## config.mk

```make
export PLATFORM = sky130hd
export DESIGN_NAME = decoder_n_seq
export DESIGN_NICKNAME = d
export VERILOG_FILES = /design/src/rtl/decoder_pkg.sv /design/src/rtl/onehot_scan_ctr.sv /design/src/rtl/decoder_n_seq.sv
export SDC_FILE = /design/constraint.sdc
export NUM_CORES = 1
export LEC_CHECK = 0
export ABC_AREA = 1
export ABC_CLOCK_PERIOD_IN_PS = 4400
export CORE_MARGIN = 1
export CORE_UTILIZATION = 55
export CTS_CLUSTER_SIZE = 12
export DETAILED_ROUTE_END_ITERATION = 16
export PLACE_DENSITY = 0.85
export SLEW_MARGIN = 20
export SYNTH_ARGS = -nofsm -noshare
export SYNTH_HDL_FRONTEND = slang
export SYNTH_SLANG_ARGS = --single-unit
```

## constraint.sdc

```tcl
create_clock -name clk -period 4.4 [get_ports clk]
set_input_delay 0.88 -clock clk [delete_from_list [all_inputs] [get_ports clk]]
set_output_delay 0.88 -clock clk [all_outputs]
set_load 0.02 [all_outputs]
```

## src/rtl/decoder_pkg.sv

```systemverilog
// Shared types and the one-hot helper for the registered binary-to-one-hot decoder.
package decoder_pkg;

   typedef enum logic [1:0] {
      MODE_LEVEL = 2'b00,
      MODE_PULSE = 2'b01,
      MODE_SCAN  = 2'b10,
      MODE_OFF   = 2'b11
   } mode_t;

   typedef enum logic [1:0] {
      ST_IDLE  = 2'b00,
      ST_HOLD  = 2'b01,
      ST_PULSE = 2'b10,
      ST_SCAN  = 2'b11
   } state_t;

   // One bit of a one-hot code: bit 'pos' is set only when it equals the binary index.
   function automatic logic onehot_bit(input int unsigned idx, input int unsigned pos);
      return (idx == pos);
   endfunction

endpackage

```

## src/rtl/onehot_scan_ctr.sv

```systemverilog
// Scan position generator: a SCAN_DIV-cycle divider and a modulo-2**N index.
module onehot_scan_ctr #(
   parameter int N        = 3,
   parameter int SCAN_DIV = 4,
   parameter int DIV_W    = 16
) (
   input  logic         clk,
   input  logic         rst_n,
   input  logic         i_clr,
   input  logic         i_run,
   output logic [N-1:0] o_scan_idx,
   output logic         o_step
);

   logic [DIV_W-1:0] r_div;
   logic [N-1:0]     r_idx;
   logic             w_term;

   assign w_term     = (r_div == DIV_W'(SCAN_DIV - 1));
   assign o_step     = i_run && !i_clr && w_term;
   assign o_scan_idx = r_idx;

   // The index wraps naturally because it is exactly N bits wide.
   always_ff @(posedge clk or negedge rst_n) begin
      if (!rst_n) begin
         r_div <= '0;
         r_idx <= '0;
      end else if (i_clr) begin
         r_div <= '0;
         r_idx <= '0;
      end else if (i_run) begin
         if (w_term) begin
            r_div <= '0;
            r_idx <= r_idx + N'(1);
         end else begin
            r_div <= r_div + DIV_W'(1);
         end
      end
   end

endmodule

```

## src/rtl/decoder_n_seq.sv

```systemverilog
// Registered one-hot decoder with level, pulse and free-running scan modes.
module decoder_n_seq
   import decoder_pkg::*;
#(
   parameter int N        = 3,
   parameter int SCAN_DIV = 4,
   parameter int DIV_W    = 16
) (
   input  logic              clk,
   input  logic              rst_n,
   input  logic              en,
   input  logic [1:0]        mode,
   input  logic [N-1:0]      sel,
   input  logic              in_valid,
   output logic              in_ready,
   output logic [(1<<N)-1:0] out,
   output logic              out_valid,
   output logic [N-1:0]      scan_idx,
   output state_t            dbg_state
);

   localparam int OUTS = 1 << N;

   state_t          r_state;
   state_t          w_state_nxt;
   mode_t           r_mode_prev;
   logic [N-1:0]    r_sel_idx;
   logic [OUTS-1:0] r_out;
   logic            r_out_valid;

   logic            w_accept;
   logic            w_mode_chg;
   logic            w_scan_run;
   logic            w_step;
   logic [N-1:0]    w_scan_idx;
   logic [N-1:0]    w_scan_idx_nxt;
   logic [N-1:0]    w_out_idx;
   logic [OUTS-1:0] w_out_nxt;

   // Handshake: a select is taken on any rising edge where in_valid && in_ready;
   // in_ready depends only on en and the current mode, never on state.
   assign in_ready   = en && ((mode == MODE_LEVEL) || (mode == MODE_PULSE));
   assign w_accept   = in_valid && in_ready;
   assign w_mode_chg = (mode != r_mode_prev);

   always_comb begin
      w_state_nxt = r_state;
      if (!en || w_mode_chg) begin
         w_state_nxt = ST_IDLE;
      end else begin
         unique case (r_state)
            ST_IDLE: begin
               if (mode == MODE_SCAN) begin
                  w_state_nxt = ST_SCAN;
               end else if (w_accept) begin
                  w_state_nxt = (mode == MODE_LEVEL) ? ST_HOLD : ST_PULSE;
               end
            end
            ST_HOLD:  w_state_nxt = ST_HOLD;
            ST_PULSE: w_state_nxt = w_accept ? ST_PULSE : ST_IDLE;
            ST_SCAN:  w_state_nxt = ST_SCAN;
            default:  w_state_nxt = ST_IDLE;
         endcase
      end
   end

   // The counter only advances while SCAN persists; any exit clears it to position 0.
   assign w_scan_run = (r_state == ST_SCAN) && (w_state_nxt == ST_SCAN);

   onehot_scan_ctr #(
      .N        (N),
      .SCAN_DIV (SCAN_DIV),
      .DIV_W    (DIV_W)
   ) u_scan_ctr (
      .clk        (clk),
      .rst_n      (rst_n),
      .i_clr      (!w_scan_run),
      .i_run      (w_scan_run),
      .o_scan_idx (w_scan_idx),
      .o_step     (w_step)
   );

   always_comb begin
      w_scan_idx_nxt = '0;
      if (w_scan_run) begin
         w_scan_idx_nxt = w_step ? (w_scan_idx + N'(1)) : w_scan_idx;
      end
      w_out_idx = (w_state_nxt == ST_SCAN) ? w_scan_idx_nxt
                                           : (w_accept ? sel : r_sel_idx);
      w_out_nxt = '0;
      for (int i = 0; i < OUTS; i++) begin
         w_out_nxt[i] = (w_state_nxt != ST_IDLE) &&
                        onehot_bit(int'(unsigned'(w_out_idx)), i);
      end
   end

   always_ff @(posedge clk or negedge rst_n) begin
      if (!rst_n) begin
         r_state     <= ST_IDLE;
         r_mode_prev <= MODE_LEVEL;
         r_sel_idx   <= '0;
         r_out       <= '0;
         r_out_valid <= 1'b0;
      end else begin
         r_state     <= w_state_nxt;
         r_mode_prev <= mode_t'(mode);
         if (w_accept) begin
            r_sel_idx <= sel;
         end
         r_out       <= w_out_nxt;
         r_out_valid <= (w_state_nxt != ST_IDLE);
      end
   end

   assign out       = r_out;
   assign out_valid = r_out_valid;
   assign scan_idx  = w_scan_idx;
   assign dbg_state = r_state;

endmodule
```

==> impl_metrics.tcl <==
set metrics [dict create \
    path_clk_slew_ns 0.11 \
    cp_max_fo 4 \
    netlist_area_um2 1720 \
    coreArea_um2 2850 \
    nNetsFinal 253 \
    fillers 224 \
    synth_top_area_share_pct 50.9 \
    yosys_warnings 0 \
    antenna_cells 0 \
    post-dp-hpwl_um 2450 \
    io_buffer_count 23 \
    status "finished clean" \
    maxCapViolations 0 \
    clockBufferDepth 2 \
    grt_pass1_wl_um 5930 \
    end_kind "output pin" \
    gp_congestion 0.895 \
    dr.first_iter.drc_count 37 \
    start_kind "primary input" \
    via_per_inst 5.20 \
    synth_most_common_cell "nand2_1" \
    power.density_nw_per_um2 327 \
    grt_max_degree 36 \
    period_minus_slack_ns 3.25 \
    synthAdderAreaFrac_pct 1.45 \
    route.detailed.drc 0 \
    hold_path_class "reg -> reg" \
    tritoncts "yes" \
    cts_buffers 5 \
    synth-async-reset-ratio_pct 100 \
    slew_violations 0 \
    post-synth-top-area-cell "dfrtp_1" \
    firstDrtPassIters 4 \
    dp_slack_ns 1.18 \
    clock-root-buffer "clkbuf_4" \
    synth-edff-count 0 \
    die_w_um 57.9 \
    finalSetupViolCount 0 \
    p_leak_nw 1.03 \
    max_slew_margin_pct 68.8 \
    clkLatencyLatePin_ns 0.34 \
    synth.distinct_cells 24 \
    yosys_register_bits 35 \
    synth-compound-area-share_pct 1.02 \
    synth_top_family_by_area "simple AND/OR/NAND/NOR gates" \
    die_area_um2 3360 \
    rsz0062_at_grt "no" \
    wl_per_cell_um 12.4 \
    skew_ns 0.0129 \
    worst_pin_slew_ns 0.464 \
    yosys-top-cells-area "dfrtp_1, nand2_1, nor2_1, nand3_1, inv_1" \
    finalWorstSetupSlack_ns 1.15 \
    synth.avg_cell_area_um2 8.12 \
    post_cts_buffers 0 \
    grt_antenna_before_repair 0 \
    design.portCount 24 \
    synthFlopType "dfrtp_1" \
    synthToLayoutAreaGrowth_pct 21.7 \
    die_y_um 57.9 \
    yosys.area_share.simple_pct 36.5 \
    post-route-period-util_pct 73.8 \
    max_stage_delay_ns 0.66 \
    clock-sinks 35 \
    start_util_pct 60.3 \
    synth-seq-area-share_pct 50.9 \
    syn_nets 223 \
    criticalPathCategory "in -> out" \
    hold_violations 0 \
    gr-usage-all-layers_pct 24.1 \
    row_count 19 \
    grt_pass1_vias 1432 \
    synth_common_cells "nand2_1, nor2_1, dfrtp_1, inv_1, nand3_1" \
    overflow 0 \
    hold_buffers 0 \
    cts_resized 0 \
    routed_wl_um 3400 \
    antenna_left 0 \
    max_freq_mhz 308 \
    cp_cell_sequence "clkdlybuf4s50_1 -> inv_1 -> nor2_1 -> clkdlybuf4s50_1" \
    crit_slowest_cell "clkdlybuf4s50_1" \
    synth-xor-area-share_pct 4.58 \
    synth_mux_area_share_pct 0 \
    layout-drive-gt1-share_pct 7.41 \
    fin_util_pct 73.4 \
    cp_data_required_time_ns 3.52 \
    via_count 1425 \
    arrival_ns 2.37 \
    htree_num_levels 2 \
    path_common_cell "clkdlybuf4s50_1" \
    synthCells 212 \
    tns_ns 0 \
    ir_drop_uv 261 \
]
[metal layers]
layer | up-vias | GRT usage (%) | wire (µm) | share of wire (%)
met5 | - | 0 | 0 | 0
met4 | 0 | 15.0 | 128 | 3.8
met3 | 10 | 8.04 | 166 | 4.9
met2 | 39 | 38.6 | 1560 | 46
met1 | 642 | 27.9 | 1550 | 46
li1 | 734 | - | - | -
[metrics by stage]
step / instances / power (mW) / hold WS [ns] / instance area, µm²
after CTS: 274 / 0.691 / 0.495 / 2090
after detailed placement: 266 / 0.401 / 0.465 / 1990
after global routing: 274 / 0.710 / 0.527 / 2090
final: 274 / 0.684 / 0.492 / 2090
after global placement: 266 / 0.400 / 0.461 / 1990
after floorplan: 212 / 0.372 / 0.445 / 1720
[kinds of logic (layout without fill, tap and decap cells)]
logic type      after synthesis  in the layout
flops                        35             35
fa+ha+maj                     2              2
xor+xnor                      9              9
compound gates                3              3
buf+inv                      25             56
simple gates                138            138
[sequential cells by signal (all words and copies together) (netlist names)]
register	cells
r_mode_prev	2
out_valid	1
out	8
u_scan_ctr.o_scan_idx	3
dbg_state	2
u_scan_ctr.r_div	16
r_sel_idx	3
[cells in the final DEF (no fill, tap or decap), types with 2 or more instances in the layout]
cell / instances
nor4_1: 4
nand3_2: 2
clkbuf_4: 5
nor2_2: 2
xnor2_1: 2
inv_1: 22
nor3b_1: 2
nand2_1: 54
nand3_1: 19
bufinv_16: 2
clkdlybuf4s50_1: 23
nand2_2: 2
and2_1: 2
nand4_1: 6
xor2_1: 7
nor2_1: 39
nor3_1: 3
dfrtp_1: 35
inv_2: 2
ha_1: 2
[final timing paths]
| check | start | endpoint | slack, ns | cells after the start |
|---|---|---|---|---|
| max | en | in_ready | 1.15 | 4 |
| min | r_sel_idx[2] | r_sel_idx[2] | 0.49 | 2 |
| max reg2reg | u_scan_ctr.r_div[0] | u_scan_ctr.r_div[14] | 2.65 | 7 |
| min reg2reg | r_sel_idx[2] | r_sel_idx[2] | 0.49 | 2 |
| max in group asynchronous | rst_n | r_sel_idx[1] | 3.15 | 2 |
| min in group asynchronous | rst_n | u_scan_ctr.r_div[3] | 0.94 | 2 |
[final cells by class]
cell class / instances / area, µm² / area share (%)
inverters: 24 / 90.1 / 4.30
multi-input cells: 152 / 749 / 35.8
clock buffers: 6 / 41.3 / 1.97
well taps: 31 / 38.8 / 1.85
repair buffers: 24 / 238 / 11.4
flip-flops and latches: 35 / 876 / 41.8
clock inverters: 2 / 60.1 / 2.87
[worst max-delay path: cells and delay by family]
kind	cells	cell delay (ns)
simple gates	1	0.23
buf+inv	3	1.25
[report_power, final]
part | internal (mW) | total (mW) | switching (mW)
registers | 0.330 | 0.333 | 0.00317
logic | 0.0241 | 0.0628 | 0.0387
clock network | 0.177 | 0.288 | 0.111
total | 0.531 | 0.684 | 0.153
No activity file was read; power rests on OpenSTA's default activity.
==> edit, RTL diff (same settings) <==
`N` is set to 3 in 2 places; all go to 2.
--- a/src/rtl/onehot_scan_ctr.sv
+++ b/src/rtl/onehot_scan_ctr.sv
@@ -1,6 +1,6 @@
 // Scan position generator: a SCAN_DIV-cycle divider and a modulo-2**N index.
 module onehot_scan_ctr #(
-   parameter int N        = 3,
+   parameter int N        = 2,
    parameter int SCAN_DIV = 4,
    parameter int DIV_W    = 16
 ) (
--- a/src/rtl/decoder_n_seq.sv
+++ b/src/rtl/decoder_n_seq.sv
@@ -2,7 +2,7 @@
 module decoder_n_seq
    import decoder_pkg::*;
 #(
-   parameter int N        = 3,
+   parameter int N        = 2,
    parameter int SCAN_DIV = 4,
    parameter int DIV_W    = 16
 ) (
Ports: changed (resized out, scan_idx and sel); port bits go from 24 to 18. No check against the original RTL was run, so the function may have changed too.
==> edit against the unedited design <==
- design area is 13% lower
- sequential share of layout area decreased by 2.1 points
- synthesized area is 9.7% lower
- sequential cell count fell by 6
- count of clock-buffer cells in the layout grew 1
- largest power group unchanged
- final cell count shrank 7.3%
- worst setup slack better by 0.031 ns
- via count down 9.5%
- register-to-register slack improved by 0.10 ns
- critical endpoint unchanged
- routed wire length shrank 8.1%
- combinational power is 22% lower
- total power decreased by 28%
- sequential power shrank 17%
==> edit: results (changes against the unedited design) <==
| Metric | Value |
|---|---|
| Synth area leaders | `dfrtp_1 (47%), nand2_1 (11%), nor2_1 (9.4%), inv_1 (6.8%), nand3_1 (6.8%) (was dfrtp_1 (51%), nand2_1 (12%), nor2_1 (8.5%), nand3_1 (5.5%), inv_1 (4.8%))` |
| Slew Limit Headroom | `0.763 (was 0.688)` |
| Multi-input combinational area share | `0.392 (was 0.358)` |
| First-pass GRT wire length | `5.06 mm (was 5.93 mm)` |
| Critical Path AT | `2.33 ns (was 2.37 ns)` |
| Nonclk buf count | `18 (was 24)` |
| Fin nets | `233 (was 253)` |
| Fillers | `208 (was 224)` |
| Drt initial violations | `56 (was 37)` |
| PD cells | `268 nW/um2 (was 327 nW/um2)` |
| Worst-path clk slew | `0.09 ns (was 0.11 ns)` |
| Status | `finished clean (unchanged)` |
| Part of the cycle the worst path needs | `0.731 (was 0.738)` |
| Worst min-delay path endpoint | `r_sel_idx[1] (was r_sel_idx[2])` |
| Vias/cell | `5.07 (was 5.20)` |
| Avg Inst Size Synth | `7.81 um2 (was 8.12 um2)` |
| Synthesized net count | `208 (was 223)` |
| CP peak stage delay | `0.64 ns (was 0.66 ns)` |
| ClkCell Share | `0.0302 (was 0.0484)` |
| # diodes | `0 (unchanged)` |
| Post-Layout Cell Count | `254 (was 274)` |
| Hpwl dp | `2.40 mm (was 2.45 mm)` |
| Reg-to-reg slack, setup | `2.75 ns (was 2.65 ns)` |
| Non-clock inverters | `30 (was 24)` |
| Leakage | `0.910 nW (was 1.03 nW)` |
| Area delta synth->final | `17.4% (was 21.7%)` |
| Synth Register Bits | `29 (was 35)` |
| NonClk Buf Share | `0.0974 (was 0.114)` |
| Clock buf count | `7 (was 6)` |
| Worst vdd ir | `0.000222 V (was 0.000261 V)` |
| Drt wl/cell | `12.3 um (was 12.4 um)` |
| Synth top cells by count | `nand2_1 (44), nor2_1 (39), dfrtp_1 (29) (was nand2_1 (54), nor2_1 (39), dfrtp_1 (35))` |
| Pre-CTS WS | `1.20 ns (was 1.18 ns)` |
| Total GRT Usage | `0.247 (was 0.241)` |
| Synth warnings | `0 (unchanged)` |
| Vias in the first global route | `1,145 (was 1,432)` |
| Register share of the cell area | `0.398 (was 0.418)` |
| Global placer's final weighted congestion | `0.947 (was 0.895)` |
| #MultiIn Comb | `140 (was 152)` |
| Post-Route Skew | `0.00372 ns (was 0.0129 ns)` |
| Hold Path Origin | `r_sel_idx[1] (was r_sel_idx[2])` |
| Placed cell areas | `1770 um2 (was 1990 um2)` |
| PortBufs | `17 (was 23)` |
| Hold Path Class | `reg -> reg (unchanged)` |
| Share of layout cells above drive strength 1 | `0.0893 (was 0.0741)` |
| Largest net degree at the start of global routing | `30 (was 36)` |
| Sequential fraction of the synthesis area | `0.467 (was 0.509)` |
edit: cell count changes in the layout (fill, tap and decap cells not counted), sizes merged, moves of 2 or more:
cell / delta
nand2: -8
clkdlybuf4s50: -6
dfrtp: -6
inv: +6
nor4: -4
xor2: +3
bufinv: -2
nand3: +2
nor3: -2
edit: logic make-up (layout without fill, tap and decap cells):
kind of cell / after synthesis / after routing / share of synthesized area
buffers and inverters: 30 / 55 / 0.0725
adders and majority gates: 1 / 1 / 0.00805
DFF: 29 / 29 / 0.467
and+or+nand+nor: 123 / 123 / 0.369
xor gates and xnor gates: 11 / 11 / 0.0620
AOI/OAI and AO/OA: 5 / 5 / 0.0217
edit: power breakdown:
part / switching [mW] / internal (mW)
Clock: 0.0894 / 0.0753
Combinational: 0.0293 / 0.0196
Sequential: 0.00258 / 0.273
Total: 0.121 / 0.368
edit: routing by layer:
metal,GRT usage,part of all wire
met5,0,0
met4,0.100,0.0099
met3,0.0820,0.052
met2,0.343,0.45
met1,0.351,0.49
